<file path="config.mk">
export PLATFORM = sky130hd
export DESIGN_NAME = gte_bist
export DESIGN_NICKNAME = d
export VERILOG_FILES = /design/src/rtl/gte_bist_pkg.sv /design/src/rtl/gte_ref.sv /design/src/rtl/gte_bist.sv
export SDC_FILE = /design/constraint.sdc
export NUM_CORES = 1
export LEC_CHECK = 0
export BUFFER_PORTS_ARGS = -buffer_cell sky130_fd_sc_hd__buf_2
export CORE_ASPECT_RATIO = 1.25
export CORE_MARGIN = 3
export CORE_UTILIZATION = 50
export CTS_BUF_LIST = sky130_fd_sc_hd__clkbuf_16
export DETAILED_ROUTE_END_ITERATION = 12
export PLACE_DENSITY = 0.72
export SLEW_MARGIN = 10
export SYNTH_ARGS = -nofsm -noshare
export SYNTH_HDL_FRONTEND = slang
export SYNTH_SLANG_ARGS = --single-unit
</file>
<file path="constraint.sdc">
create_clock -name clk -period 3.1 [get_ports clk]
set_clock_uncertainty 0.05 [all_clocks]
set_input_delay 0.62 -clock clk [delete_from_list [all_inputs] [get_ports clk]]
set_output_delay 0.62 -clock clk [all_outputs]
set_load 0.02 [all_outputs]
</file>
<file path="src/rtl/gte_bist_pkg.sv">
// Shared definitions for the comparator self-test controller.
// Holds the FSM state encoding and the default sweep parameters.
package gte_bist_pkg;

  localparam int unsigned DEF_WIDTH  = 6;
  localparam int unsigned DEF_SETTLE = 1;
  localparam int unsigned DEF_ERR_W  = 16;

  typedef enum logic [1:0] {
    ST_IDLE   = 2'd0,
    ST_SETTLE = 2'd1,
    ST_CHECK  = 2'd2,
    ST_DONE   = 2'd3
  } state_t;

endpackage

</file>
<file path="src/rtl/gte_ref.sv">
// Golden combinational reference: unsigned a >= b.
// Kept standalone so other comparator checkers can reuse it.
module gte_ref #(
  parameter int unsigned WIDTH = 6
) (
  input  logic [WIDTH-1:0] i_a,
  input  logic [WIDTH-1:0] i_b,
  output logic             o_gte_c
);

  assign o_gte_c = (i_a >= i_b);

endmodule

</file>
<file path="src/rtl/gte_bist.sv">
// Exhaustive sweep self-test for a WIDTH-bit GTE comparator: drives {a,b},
// checks dut_gte against gte_ref, counts mismatches and captures the first one.
module gte_bist
  import gte_bist_pkg::*;
#(
  parameter int unsigned WIDTH  = DEF_WIDTH,
  parameter int unsigned SETTLE = DEF_SETTLE,
  parameter int unsigned ERR_W  = DEF_ERR_W
) (
  input  logic             clk,
  input  logic             reset_n,
  input  logic             start,
  output logic [WIDTH-1:0] a,
  output logic [WIDTH-1:0] b,
  input  logic             dut_gte,
  output logic             busy,
  output logic             done,
  output logic             pass,
  output logic [ERR_W-1:0] err_cnt,
  output logic [WIDTH-1:0] fail_a,
  output logic [WIDTH-1:0] fail_b,
  output logic             fail_vld
);

  localparam int unsigned VEC_W = 2 * WIDTH;
  localparam int unsigned SET_W = (SETTLE > 1) ? $clog2(SETTLE) : 1;
  localparam logic [SET_W-1:0] SET_LAST = SET_W'(SETTLE - 1);

  state_t             r_state;
  logic [WIDTH-1:0]   r_a;
  logic [WIDTH-1:0]   r_b;
  logic [WIDTH-1:0]   r_fail_a;
  logic [WIDTH-1:0]   r_fail_b;
  logic [SET_W-1:0]   r_settle;
  logic [ERR_W-1:0]   r_err_cnt;
  logic               r_busy;
  logic               r_done;
  logic               r_fail_vld;

  logic               w_ref_gte;
  logic               w_mismatch;
  logic               w_last_vec;
  logic [VEC_W-1:0]   w_vec_nxt;

  gte_ref #(.WIDTH(WIDTH)) u_ref (
    .i_a     (r_a),
    .i_b     (r_b),
    .o_gte_c (w_ref_gte)
  );

  assign w_mismatch = (dut_gte != w_ref_gte);
  assign w_last_vec = &{r_a, r_b};
  assign w_vec_nxt  = {r_a, r_b} + VEC_W'(1);

  // Sweep FSM; the {a,b} wrap point is the sole terminator.
  always_ff @(posedge clk or negedge reset_n) begin
    if (!reset_n) begin
      r_state    <= ST_IDLE;
      r_a        <= '0;
      r_b        <= '0;
      r_fail_a   <= '0;
      r_fail_b   <= '0;
      r_settle   <= '0;
      r_err_cnt  <= '0;
      r_busy     <= 1'b0;
      r_done     <= 1'b0;
      r_fail_vld <= 1'b0;
    end else begin
      case (r_state)
        ST_IDLE, ST_DONE: begin
          if (start) begin
            r_state    <= ST_SETTLE;
            r_a        <= '0;
            r_b        <= '0;
            r_settle   <= '0;
            r_err_cnt  <= '0;
            r_fail_vld <= 1'b0;
            r_fail_a   <= '0;
            r_fail_b   <= '0;
            r_busy     <= 1'b1;
            r_done     <= 1'b0;
          end
        end
        ST_SETTLE: begin
          if (r_settle == SET_LAST) begin
            r_settle <= '0;
            r_state  <= ST_CHECK;
          end else begin
            r_settle <= r_settle + SET_W'(1);
          end
        end
        ST_CHECK: begin
          if (w_mismatch) begin
            if (r_err_cnt != '1) begin
              r_err_cnt <= r_err_cnt + ERR_W'(1);
            end
            if (!r_fail_vld) begin
              r_fail_vld <= 1'b1;
              r_fail_a   <= r_a;
              r_fail_b   <= r_b;
            end
          end
          if (w_last_vec) begin
            r_state <= ST_DONE;
            r_busy  <= 1'b0;
            r_done  <= 1'b1;
          end else begin
            {r_a, r_b} <= w_vec_nxt;
            r_state    <= ST_SETTLE;
          end
        end
      endcase
    end
  end

  assign a        = r_a;
  assign b        = r_b;
  assign busy     = r_busy;
  assign done     = r_done;
  assign err_cnt  = r_err_cnt;
  assign fail_a   = r_fail_a;
  assign fail_b   = r_fail_b;
  assign fail_vld = r_fail_vld;
  assign pass     = r_done && (r_err_cnt == '0);

endmodule

</file>
Word-level counts from Yosys, hierarchy flattened
Cells that the tools add are included.
{"block": "word_totals", "reg_bits": 46, "elab_cells": 69}
{"block": "classes", "n_reduce_logical": 14, "eq_ne": 12, "magnitude_cmp": 1, "n_addsub": 3, "n_mux": 29}
{"op": "two-way mux 16 bit", "n": 3}
{"op": "case mux 6 bit (2 select lines)", "n": 4}
{"op": "two-way mux 6 bit", "n": 7}
{"op": "case mux 16 bit (2 select lines)", "n": 1}
{"op": "adder 16 x 1 -> 16 bit (second input constant)", "n": 1}
{"op": "zero test 16 bit", "n": 1}
{"op": "!= test 16 bit (second input constant)", "n": 1}
{"op": "!= test 2 bit (second input constant)", "n": 7}
{"op": "adder 12 x 1 -> 12 bit (second input constant)", "n": 1}
{"op": "AND reduction 12 bit", "n": 1}
{"op": "AND reduction 3 bit", "n": 3}
{"op": "case mux 1 bit (2 select lines)", "n": 4}
{"op": "AND reduction 4 bit", "n": 2}
{"op": ">= comparator 6 bit", "n": 1}
{"op": "two-way mux 1 bit", "n": 6}
{"op": "two-way mux 2 bit", "n": 3}
{"op": "case mux 2 bit (3 select lines)", "n": 1}
{"op": "equality test 2 bit (second input constant)", "n": 2}
{"op": "AND reduction 2 bit", "n": 2}
{"op": "nonzero test 2 bit", "n": 2}
{"op": "equality test 2 x 1 -> 1 bit (second input constant)", "n": 1}
{"op": "zero test 2 bit", "n": 1}
{"op": "OR reduction 2 bit", "n": 1}
{"op": "adder 1 bit (second input constant)", "n": 1}
{"op": "2 further kinds", "n": 2}

Depth between registers and ports, before layout
Gate-level depths: netlist (run 1).
{"block": "depth", "word_depth": 4, "ltp_mapped": 9, "mapped_depth_nobuf": 7}

Modules after synthesis
Synthesis (run 1) repeated with hierarchy kept, for this count alone.
{"block": "hier_totals", "hier_cells": 291, "area_unflattened_um2": 2627.5}
{"mod": "gte_bist", "cells_each": 272, "n_inst": 1, "seq_area_each_um2": 1126.1, "area_per_inst_um2": 2489.9}
{"mod": "gte_ref", "cells_each": 19, "n_inst": 1, "seq_area_each_um2": 0.0, "area_per_inst_um2": 137.6}

Worst setup path before layout (run 1)
No wires, ideal clock.
{"block": "synth_timing", "path_type": "register to register", "from": "register r_b[5] (netlist: b[5])", "to": "register r_err_cnt[5] (netlist: err_cnt[5])", "required_ps": 2912, "setup_slack_ps": 789, "arrival_time_ps": 2123, "stages_incl_launch_ff": 9, "n_path_buf": 1, "synth_period_minus_slack_ps": 2311, "cell_sequence": "dfrtp_1 -> inv_1 -> ha_1 -> and3_4 -> a221oi_2 -> o221a_4 -> buf_6 -> o41ai_2 -> o41ai_1"}
{"block": "synth_between", "elab_chain_len": 4}
{"item": "start, declared", "line_no": "gte_bist.sv:31", "text": "logic [WIDTH-1:0] r_b;"}
{"item": "start signal, assigned", "line_no": "gte_bist.sv:108", "text": "{r_a, r_b} <= w_vec_nxt;"}
{"item": ">= comparator 6 bit", "line_no": "gte_ref.sv:11", "text": "assign o_gte_c = (i_a >= i_b);"}
{"item": "!= test 1 bit", "line_no": "gte_bist.sv:51", "text": "assign w_mismatch = (dut_gte != w_ref_gte);"}
{"item": "!= test 2 bit (no source line)"}
{"item": "AND reduction 4 bit (no source line)"}
{"item": "end signal, assigned", "line_no": "gte_bist.sv:95", "text": "r_err_cnt <= r_err_cnt + ERR_W'(1);"}
{"item": "end, declared", "line_no": "gte_bist.sv:35", "text": "logic [ERR_W-1:0] r_err_cnt;"}
Every way passes these cells.
A chain may end at the register's enable or synchronous reset.

Worst setup path in the final report (run 1)
{"block": "layout_timing", "from": "register r_a[2] (netlist: a[2])", "to": "register r_fail_a[5] (netlist: fail_a[5])"}
{"block": "layout_between", "elab_chain_len": 4}
{"item": "start, declared", "line_no": "gte_bist.sv:30", "text": "logic [WIDTH-1:0] r_a;"}
{"item": "start signal, assigned", "line_no": "gte_bist.sv:108"}
{"item": ">= comparator 6 bit", "line_no": "gte_ref.sv:11"}
{"item": "!= test 1 bit", "line_no": "gte_bist.sv:51"}
{"item": "!= test 2 bit (no source line)"}
{"item": "AND reduction 4 bit (no source line)"}
{"item": "end signal, assigned", "line_no": "gte_bist.sv:99", "text": "r_fail_a <= r_a;"}
{"item": "end, declared", "line_no": "gte_bist.sv:32", "text": "logic [WIDTH-1:0] r_fail_a;"}
Every way passes these cells.

==> results.md, run 1 <==
- The first detailed-routing pass took 4 iterations.
- The later pin in the worst-skew pair is clocked with a latency of 0.29 ns.
- The cell at the root of the clock tree is clkbuf_16.
- The number of distinct standard cells referenced by the synthesized netlist is 55.
- After legalization and detailed placement, the total HPWL measured 5485 um.
- For flop-to-flop paths, the worst setup slack is 0.40 ns.
- The all-layer global routing usage is 0.2366.
- The number of hold violations in the final report is 0.
- The most common flop cell mapped by yosys is dfrtp_1.
- For this run, the share of the core covered by cells in the final layout is 0.6032.
- The kind of cell with the highest combined delay on the critical path is compound AO/OA/AOI/OAI gates.
- Static timing analysis puts the maximum clock frequency at 370.7 MHz.
- The net count of the finished layout is 379.
- STA classifies the critical path startpoint as a flip-flop.
- The worst path in the final design needs a cycle of 2.697 ns, including I/O delays and setup.
- The number of buffers added by the clock tree synthesis step is 5.
- After detailed routing, the number of vias per cell comes to 6.283.
- The flow ran to the end, and the final reports show no timing, DRC or antenna violations.
- After clock tree synthesis, the repair step resized 0 gates.
- The count of boundary I/O pins is 48.
- The number of violations reported at the end of detailed-routing iteration 0 is 242.
- Setup repair after global routing left no endpoint under its margin.
- The portion of the post-synthesis area used by sequential elements is 0.3864.
- The critical setup path kind is flip-flop to flip-flop.
- Counting tap cells, the placed design contains a total of 420 instances.
- The average cell area after synthesis is 9.135 um2.
- The total power divided by cell area is 589.9 nW/um2.
- The netlist area before placement is 2914 um2.
- The area overhead of the layout relative to synthesis is 14.21%.
- The quantity of I/O buffers inserted on ports is 47.
- Once the clock tree was built, the setup fixing pass inserted 0 buffers.
- The wire length of the first global-routing pass is 12610 um.
- The routability congestion estimate is 1.017.
- The post-synthesis sequential element count is 45.
- The worst path buffer plus inverter count is 0.
- The path type of the worst min-delay path is input port to asynchronous set/reset pin.
- The synthesized netlist net count is 335.
- For this run, design rule violations remaining after detail routing come to 0.
- In this run the static leakage power is 0.001490 uW.
- The total length of routed wires is 7382 um.
- After clock tree synthesis, the clock-pin slew on the worst setup and hold paths is 0.06 ns.
- The largest voltage drop on the vdd net is 0.0002913 V.
- Of the total power, the share spent switching nets is 0.4057.
- The fraction of layout cells with a size suffix above 1 is 0.2170.
- The share of the clock period used by the worst path is 0.8701.
- In the final routed layout, each cell accounts on average for 17.25 um.
- The number of antenna violations at the first check in global routing was 0.
- STA classifies the critical path endpoint as a flip-flop.
- The internal portion of the total power is 1167 uW.
- The signal on the critical path passes through ha_1 > o21ai_0 > o21bai_1 > mux2i_1 > nand3b_1 > o32ai_1.
- The maximum level of the CTS H-tree is 2.
- After detailed placement, the total cell area comes to 3191 um2.
- The initial utilization of the core area, before any placement, comes to 0.5281.
- The post-route setup TNS is 0 ns.
- Leaving out fill and tap cells, the most frequent cells in the layout are 47 x buf_2, 45 x dfrtp_1, 27 x nand3_1, 26 x inv_1, 26 x nor2_1.
- The final design area excluding fillers is 3328 um2.
- At the worst endpoint, the required time is 3.23 ns.
- The die is 74.28 um wide.
- The share of total power dissipated in combinational logic is 0.401.
- The initialized floorplan defines 30 standard-cell rows.
- At the worst endpoint, the arrival time is 2.83 ns.
- The area enclosed by the die boundary is 6786 um2.
- For this run, the slowest stage of the critical path takes 0.49 ns.
- At the pin with the least slew margin, the transition time is 1.011 ns.
- The count of endpoints failing setup in the final report is 0.
- Across the run, the number of max-cap violations was 0.
- Buffers inserted to repair hold after CTS numbered 0.
- The number of warnings printed during yosys synthesis is 0.
- The net switching power is 796.5 uW.
- CTS saw 45 sinks.
- Counting flops with a built-in enable in the synthesized netlist gives 0.
- The remaining global-route overflow is 0.
- Counting flops with an async set or reset pin after synthesis yields a share of 1.000.
- Measured along the y axis, the die boundary spans 91.36 um.
- The slowest stage of the critical path belongs to the cell dfrtp_1.
- The share of total power dissipated in the clock network is 0.257.
- The max-slew violation total from the final report is 0.
- The largest net degree at the start of global routing is 46.
- The core region area is 5518 um2.
- The detailed router placed 2689 vias in this run.
- Counting every instance in the synthesized netlist gives 319.
- The via count of the first global-routing pass is 2561.
- The headroom to the max-slew limit is 0.3257.
- Counting along the longest clock path gives a buffer depth of 2.
- The antenna violation net count after detailed routing is 0.
- The number of antenna diodes in the final layout is 0.
- Of all nets on the critical path, the largest fanout is 12.
- The TritonCTS clock tree is built.
- The total power of the final layout is 1963 uW.
- Leaving out fill and tap cells, the most frequent cell in the layout is buf_2.
- The final standard cell count with taps included and fillers excluded is 428.
- Of the total power, registers draw 0.341.
## logic make-up after synthesis
group / count (synthesis) / share of synthesized area
simple gates: 124 / 0.2293
compound gates: 84 / 0.2306
mux: 6 / 0.02233
buf+inv: 43 / 0.06483
fa+ha+maj: 12 / 0.05152
flops: 45 / 0.3864
xor+xnor: 5 / 0.01503
## worst register-to-register path: cells and delay by family (launching register included)
kind | cells | cell delay [ns]
AOI/OAI and AO/OA | 3 | 0.80
muxes | 1 | 0.46
adders and majority gates | 1 | 0.37
DFF | 1 | 0.49
and+or+nand+nor | 1 | 0.42
## per-layer routing
metal | GRT usage | share of wire | routed length [um]
met5 | 0 | 0 | 0
met4 | 0.09644 | 0.030 | 223
met3 | 0.04430 | 0.056 | 417
met2 | 0.3854 | 0.49 | 3587
met1 | 0.3030 | 0.43 | 3154
## path summary, 6_finish.rpt
| path | endpoint | from | cells after the start |
|---|---|---|---|
| max reg2reg | fail_a[5]$_DFFE_PN0P_ | a[2]$_DFFE_PN0P_ | 6 |
| min reg2reg | busy$_DFFE_PN0P_ | busy$_DFFE_PN0P_ | 2 |
| min | a[5]$_DFFE_PN0P_ | reset_n | 1 |
| min in group clk | busy$_DFFE_PN0P_ | busy$_DFFE_PN0P_ | 2 |
| max in group asynchronous | err_cnt[4]$_DFFE_PN0P_ | reset_n | 1 |
| max | fail_a[5]$_DFFE_PN0P_ | a[2]$_DFFE_PN0P_ | 6 |
## cells in the mapped netlist (all sizes together), types with 9 or more instances
cell	count	area share
nand2	19	0.024
nor2	26	0.033
nor3	10	0.021
o41ai	12	0.054
o22ai	13	0.028
dfrtp	45	0.39
nand3	27	0.046
a21oi	12	0.021
inv	26	0.033
ha	12	0.052
buf	9	0.021
## metrics by stage
step           hold WS (ns)  worst slack, ns
2_1_floorplan        0.2744           0.7891
4_1_cts              0.4659           0.4215
3_3_place_gp         0.4363           0.5477
5_1_grt              0.5063          0.04489
3_5_place_dp         0.4490           0.4439
6_report             0.4547           0.4026
## power groups by stage
stage / Clock (uW) / Combinational (uW) / Sequential [uW]
2_1_floorplan: 0 / 587 / 695
3_3_place_gp: 0 / 777 / 680
3_5_place_dp: 0 / 786 / 681
4_1_cts: 520 / 790 / 669
5_1_grt: 542 / 885 / 677
6_report: 505 / 788 / 670
## registers in the layout (all words and copies together) (netlist names)
name	count
fail_b	6
r_state	2
b	6
fail_a	6
err_cnt	16
busy	1
fail_vld	1
a	6
done	1
## cell type report
| type | instances | area (um2) |
|---|---|---|
| tap | 64 | 80.08 |
| multi-input combinational | 231 | 1599 |
| clock buffer | 5 | 125.1 |
| fill | 508 | 2190 |
| inverter | 26 | 97.59 |
| sequential | 45 | 1126 |
| timing repair buffer | 54 | 287.8 |
| clock inverter | 3 | 12.51 |
Note: power is estimated with default switching activity, not from simulation.
==> inputs of run 2 (changes only) <==
--- a/config.mk
+++ b/config.mk
@@ -6,7 +6,6 @@
 export NUM_CORES = 1
 export LEC_CHECK = 0
 export BUFFER_PORTS_ARGS = -buffer_cell sky130_fd_sc_hd__buf_2
-export CORE_ASPECT_RATIO = 1.25
 export CORE_MARGIN = 3
 export CORE_UTILIZATION = 50
 export CTS_BUF_LIST = sky130_fd_sc_hd__clkbuf_16
==> run 2 against run 1 <==
Critical path type unchanged. Sequential share of layout area down 0.51 points. Global-route usage up 0.89 points. Clock power up 24%. Core utilization up 0.31 points. Non-clock buffer count up 1.
==> results.md, run 2 (synthesized netlist as in run 1, its figures left out) <==
- The flow ran to the end, and the final reports show no timing, DRC or antenna violations.
- The effective utilization at floorplan is 0.5228 (-0.005335).
- The final antenna diode count is 0 (unchanged).
- The number of vias after detailed routing is 2758 (+2.6%).
- The time the worst path needs with I/O delays and setup is 2.547 ns (-0.1505 ns).
- The worst slack at placement is 0.6081 ns (+0.1642 ns).
- The routability congestion estimate was 0.9699 (-4.6%).
- The post-cts sizing count is 0 (unchanged).
- The wire length of the first global-routing pass was 12610 um (unchanged).
- The leakage power is 0.001505 uW (+1.0%).
- The clock sink count was 45 (unchanged).
- The maximum root-to-sink buffer count came to 2 (unchanged).
- The net switching power came to 835.8 uW (+4.9%).
- The number of buffers added by the clock tree synthesis step is 5 (unchanged).
- The met2 wire length is 3621 um (+0.95%).
- The arrival time at the worst endpoint is 2.69 ns (-0.14 ns).
- The number of violations reported at the end of detailed-routing iteration 0 is 359 (+48%).
- The number of flip-flops in the largest register is 16 (unchanged).
- The launching element type of the critical path is a flip-flop.
- The critical path is of the flip-flop to flip-flop type.
- The worst-case setup margin in the final layout is 0.5531 ns (+0.1505 ns).
- The count of boundary I/O pins is 48 (unchanged).
- The total half-perimeter wirelength after legalization and detailed placement was 5571 um (+1.6%).
- The largest net degree at the start of global routing was 46 (unchanged).
- The sequential share of power is 0.321 (-0.020).
- The max-slew violation total from the final report is 0 (unchanged).
- The met3 wire length is 559 um (+34%).
- TritonCTS built the clock tree.
- The headroom to the max-slew limit came to 0.3002 (-0.02548).
- The largest fanout of any net on the critical path came to 12 (unchanged).
- The hold slack was 0.4573 ns (+0.002622 ns).
- The core region area is 5574 um2 (+1.0%).
- The hold-fix buffer count after cts is 0 (unchanged).
- The clock-pin slew reported for the worst setup and hold paths after clock tree synthesis came to 0.07 ns (about the same).
- The total length of routed wires is 7844 um (+6.3%).
- The all-layer global routing usage is 0.2455 (+0.008865).
- The worst path buffer plus inverter count is 2 (+2).
- The max capacitance violation total is 0 (unchanged).
- The combinational share of power came to 0.379 (-0.022).
- The number of rows created at floorplan is 27 (-10%).
- The maximum clock rate is 392.6 MHz (+5.9%).
- The number of buffers added for setup after CTS is 0 (unchanged).
- In this run the clock root is driven by a clkbuf_16.
- The area enclosed by the die boundary is 6780 um2 (about the same).
- The post-route setup TNS is 0 ns (unchanged).
- The largest voltage drop on the vdd net is 0.0005564 V (+91%).
- The wire length on met1 came to 3562 um (+13%).
- The routed length per placed instance was 17.95 um (+4.1%).
- Walking the worst path, the cells encountered are inv_1 > ha_1 > nor3b_2 > o21bai_1 > mux2i_1 > buf_4 > nand3b_1 > o32ai_1.
- The number of hold violations in the final report is 0 (unchanged).
- The vias per cell is 6.311 (+0.45%).
- The share of the clock period used by the worst path came to 0.8216 (-0.04856).
- The worst hold path belongs to the class input port to asynchronous set/reset pin.
- The area growth from synthesis to layout is 15.97%.
- The total power divided by cell area is 618.5 nW/um2 (+4.8%).
- The net count of the finished layout was 380 (+0.26%).
- The via count of the first global-routing pass is 2452 (-4.3%).
- The kind of cell with the highest combined delay along the critical path is compound AO/OA/AOI/OAI gates.
- The most common cell after layout, fill and taps aside is buf_2.
- The count of endpoints failing setup in the final report is 0 (unchanged).
- The DRC violations left was 0 (unchanged).
- The transition time at the pin with the least slew margin is 1.050 ns (+0.03822 ns).
- The switching share of total power is 0.3999 (-0.005831).
- The worst setup path is captured at a flip-flop.
- The cell with the biggest individual delay on the critical path is dfrtp_1.
- The number of antenna violations at the first check in global routing came to 0 (unchanged).
- The fraction of layout cells with a size suffix above 1 is 0.2247 (+0.007625).
- The data required time of the critical path is 3.24 ns (about the same).
- The antenna violation net count after detailed routing was 0 (unchanged).
- In this run the top signal layer used is met4.
- The largest incremental delay on the critical path is 0.46 ns (-0.03 ns).
- In the layout the commonest cells are 47 x buf_2, 45 x dfrtp_1, 27 x nand3_1, 26 x inv_1, 26 x nor2_1.
- The cell internal power dissipation was 1254 uW (+7.5%).
- The remaining global-route overflow is 0 (unchanged).
- The detailed-routing iteration count for the pre-antenna-repair pass is 5 (+1).
- The die extent in y was 82.34 um (-9.9%).
- The share of total power in the clock network is 0.300 (+0.043).
- The quantity of I/O buffers inserted on ports is 47 (unchanged).
- The insertion delay of the later-clocked pin in the worst-skew pair is 0.29 ns (about the same).
- The maximum level of the CTS H-tree is 2 (unchanged).
- Setup repair after global routing left no endpoint under its margin.
- The die boundary width is 82.34 um (+11%).
-- run 2: cell count changes in the layout (fill, tap and decap cells not counted) --
| cell | delta |
|---|---|
| clkinv_4 | +1 |
| buf_4 | +1 |
| clkinv_2 | -1 |
| clkinvlp_4 | +1 |
| clkinv_1 | -2 |
| bufinv_16 | +1 |
-- run 2: per-stage QoR --
step	instance area, um2	power [uW]	std cells	util
after floorplan	2914	1283	319	-
after global placement	3208	1449	429	0.5755
after detailed placement	3208	1465	429	0.5755
after CTS	3379	2088	437	0.6063
after global routing	3379	2214	437	0.6063
final	3379	2090	437	0.6063
-- run 2: path summary, 6_finish.rpt --
check,startpoint,end,slack (ns),cells after the start
setup reg to reg,a[0]$_DFFE_PN0P_,fail_a[5]$_DFFE_PN0P_,0.55,8
hold / removal,reset_n,err_cnt[9]$_DFFE_PN0P_,0.46,1
setup / recovery,a[0]$_DFFE_PN0P_,fail_a[5]$_DFFE_PN0P_,0.55,8
max in group asynchronous,reset_n,err_cnt[1]$_DFFE_PN0P_,1.88,1
hold reg to reg,busy$_DFFE_PN0P_,busy$_DFFE_PN0P_,0.46,2
min in group clk,busy$_DFFE_PN0P_,busy$_DFFE_PN0P_,0.46,2
-- run 2: power groups by stage --
| stage | sequential (uW) | combinational [uW] | clock (uW) |
|---|---|---|---|
| finish | 671 | 792 | 627 |
| global route | 678 | 883 | 654 |
| CTS | 670 | 789 | 629 |
| detailed placement | 682 | 784 | 0 |
| global placement | 679 | 770 | 0 |
| floorplan | 695 | 587 | 0 |
-- run 2: per-layer routing --
layer | track usage | vias up
met3 | 0.05531 | 10
met4 | 0.07309 | 0
met2 | 0.3670 | 123
li1 | - | 1305
met1 | 0.3535 | 1320
met5 | 0 | -
-- run 2: area by class of cell --
cell class	instances	area (um2)
Clock buffer	5	125.1
Clock inverter	3	46.29
Fill cell	482	2195
Inverter	26	97.59
Multi-Input combinational cell	231	1599
Sequential cell	45	1126
Tap cell	72	90.09
Timing Repair Buffer	55	295.3
==> inputs of run 3 (changes only) <==
--- a/config.mk
+++ b/config.mk
@@ -10,7 +10,7 @@
 export CORE_UTILIZATION = 50
 export CTS_BUF_LIST = sky130_fd_sc_hd__clkbuf_16
 export DETAILED_ROUTE_END_ITERATION = 12
-export PLACE_DENSITY = 0.72
+export PLACE_DENSITY = 0.75
 export SLEW_MARGIN = 10
 export SYNTH_ARGS = -nofsm -noshare
 export SYNTH_HDL_FRONTEND = slang
==> constraint.sdc (replaced) <==
create_clock -name clk -period 2.2 [get_ports clk]
set_clock_uncertainty 0.05 [all_clocks]
set_input_delay 0.44 -clock clk [delete_from_list [all_inputs] [get_ports clk]]
set_output_delay 0.44 -clock clk [all_outputs]
set_load 0.02 [all_outputs]
==> run 3 against run 2 <==
Sequential cell count did not move. Count of clock-buffer cells in the layout did not move. Sequential share of layout area fell by 4.8 points. Design area rose by 17%. Critical path depth did not move. Setup slack got worse by 0.54 ns. Cell count rose by 9.2%. Non-clock buffer count rose by 40. Global-route usage rose by 1.3 points. Combinational power rose by 110%. Critical endpoint is now err_cnt[13]$_DFFE_PN0P_.
==> results.md, run 3 (synthesized netlist as in run 1, its figures left out) <==
- The insertion delay of the later-clocked pin in the worst-skew pair came to 0.29 ns (about the same).
- The routability congestion estimate is 0.8900 (-8.2%).
- The total of fill cells in the finished design is 401 (-17%).
- The count of boundary I/O pins came to 48 (unchanged).
- The max capacitance violation total came to 0 (unchanged).
- The wire length of the first global-routing pass was 13470 um (+6.8%).
- The maximum clock rate is 457.1 MHz (+16%).
- Relative to the synthesized area, the layout overhead comes to 36.24%.
- The arrival time at the worst endpoint is 2.30 ns (-0.39 ns).
- The clock-pin slew reported for the worst setup and hold paths after clock tree synthesis was 0.07 ns (about the same).
- The max-slew violation total from the final report came to 0 (unchanged).
- The run finished with clean final reports.
- The DRC violations left is 0 (unchanged).
- The total length of routed wires is 9028 um (+15%).
- The time the worst path needs with I/O delays and setup came to 2.188 ns (-0.3592 ns).
- In this run the worst hold path is classified as input port to asynchronous set/reset pin.
- The critical setup path kind is flip-flop to flip-flop.
- The root buffer cell chosen for the clock tree is clkbuf_16.
- The detailed-routing iteration count for the pre-antenna-repair pass is 5 (unchanged).
- The routed length per placed instance is 18.93 um (+5.4%).
- The all-layer global routing usage is 0.2588 (+0.01333).
- The type of destination of the critical path is a flip-flop.
- The largest net degree at the start of global routing was 30 (-35%).
- The leakage power is 0.001774 uW (+18%).
- The hold slack is 0.07082 ns (-0.3865 ns).
- The data required time of the critical path came to 2.32 ns (-0.92 ns).
- The clock sink count came to 45 (unchanged).
- The effective utilization at floorplan is 0.5228 (unchanged).
- The total power of the final layout was 3611 uW (+73%).
- The quantity of I/O buffers inserted on ports was 47 (unchanged).
- The final antenna diode count is 0 (unchanged).
- The number of hold violations in the final report is 0 (unchanged).
- The largest fanout of any net on the critical path came to 11 (-1).
- The number of antenna violations at the first check in global routing is 0 (unchanged).
- The via count of the first global-routing pass was 2672 (+9.0%).
- The TritonCTS clock tree is built.
- Setup repair after global routing could not meet its margin everywhere.
- The transition time at the pin with the least slew margin is 0.5271 ns (-0.5226 ns).
- The antenna violation net count after detailed routing came to 0 (unchanged).
- The net count of the finished layout is 420 (+11%).
- The die boundary width is 82.34 um (unchanged).
- The core region area was 5574 um2 (unchanged).
- The number of violations reported at the end of detailed-routing iteration 0 was 401 (+12%).
- The headroom to the max-slew limit was 0.6486 (+0.3484).
- The share of the clock period used by the worst path is 0.9944 (+0.1728).
- The number of buffers added by the clock tree synthesis step is 5 (unchanged).
- The hold-fix buffer count after cts came to 0 (unchanged).
- The number of flip-flops in the largest register is 16 (unchanged).
- The launching element type of the critical path is a flip-flop.
- The number of vias after detailed routing came to 3075 (+11%).
- The fraction of layout cells with a size suffix above 1 is 0.3556 (+0.1309).
- The total power divided by cell area was 909.5 nW/um2 (+47%).
- The maximum level of the CTS H-tree was 2 (unchanged).
- The area enclosed by the die boundary is 6780 um2 (unchanged).
- The total half-perimeter wirelength after legalization and detailed placement is 6021 um (+8.1%).
- The die extent in y was 82.34 um (unchanged).
- The vias per cell is 6.447 (+2.1%).
- The largest voltage drop on the vdd net came to 0.0007562 V (+36%).
- The most common cell after layout, fill and taps aside is buf_2.
- Leaving out fill and tap cells, the most frequent cells in the layout are 47 x buf_2, 41 x dfrtp_1, 40 x buf_4, 27 x nand3_1, 26 x nor2_1.
- The number of rows created at floorplan is 27 (unchanged).
- The maximum root-to-sink buffer count is 2 (unchanged).
- The count of endpoints failing setup in the final report came to 0 (unchanged).
- The remaining global-route overflow is 0 (unchanged).
run 3: changes by cell type in the layout (fill, tap and decap cells not counted), sizes merged:
cell,change
bufinv,+1
clkbuf,+2
clkinv,-1
clkinvlp,-1
inv,+1
buf,+38
run 3: final timing paths:
| path | from | endpoint | slack (ns) | depth (start not counted) |
|---|---|---|---|---|
| min in group clk | busy$_DFFE_PN0P_ | busy$_DFFE_PN0P_ | 0.46 | 2 |
| worst max register to register | b[4]$_DFFE_PN0P_ | err_cnt[13]$_DFFE_PN0P_ | 0.01 | 8 |
| worst min-delay path | reset_n | err_cnt[13]$_DFFE_PN0P_ | 0.07 | 1 |
| worst min register to register | busy$_DFFE_PN0P_ | busy$_DFFE_PN0P_ | 0.46 | 2 |
| max in group asynchronous | reset_n | a[4]$_DFFE_PN0P_ | 1.50 | 2 |
| worst max-delay path | b[4]$_DFFE_PN0P_ | err_cnt[13]$_DFFE_PN0P_ | 0.01 | 8 |
run 3: metrics by stage:
step / instance area, um2 / cells / util / TNS (ns) / setup slack [ns]
global route: 3970 / 477 / 0.7122 / -0.1993 / -0.06133
finish: 3970 / 477 / 0.7122 / 0 / 0.01233
floorplan: 2932 / 319 / - / 0 / 0.002324
detailed placement: 3521 / 460 / 0.6317 / -0.002440 / -0.002440
CTS: 3731 / 470 / 0.6694 / 0 / 0.009300
global placement: 3521 / 460 / 0.6317 / 0 / 0.05844
run 3: worst max-delay path, stage by stage, from the launching register on:
cell and delay, ns:
dfrtp_2 0.41, inv_2 0.07, ha_4 0.20, a21o_1 0.23, a21o_2 0.23, o221a_4 0.25
buf_12 0.16, o41ai_4 0.35, o41ai_2 0.11
run 3: cell type report:
class,count,area (um2),share of cell area
clock inverter,3,68.82,0.01733
multi-input combinational,231,1758,0.4428
timing repair buffer,95,696.9,0.1755
inverter,26,100.1,0.02521
sequential,45,1131,0.2849
tap,72,90.09,0.02269
clock buffer,5,125.1,0.03152
run 3: timing repair:
action	CTS	global route
pin swaps	1	6
setup endpoints to repair	4	28
resized for setup	1	26
buffers inserted	2	5
gates cloned	0	2
run 3: per-layer routing:
layer | GRT usage | routed length (um) | vias up
met5 | 0 | 0 | -
met4 | 0.04983 | 270 | 0
met3 | 0.04230 | 754 | 33
met2 | 0.4111 | 4306 | 189
met1 | 0.3728 | 3697 | 1470
li1 | - | - | 1383
run 3: power breakdown:
group	internal [uW]	switching (uW)	total (uW)
combinational	740	952	1690
sequential	877	51.9	929
clock	655	334	989
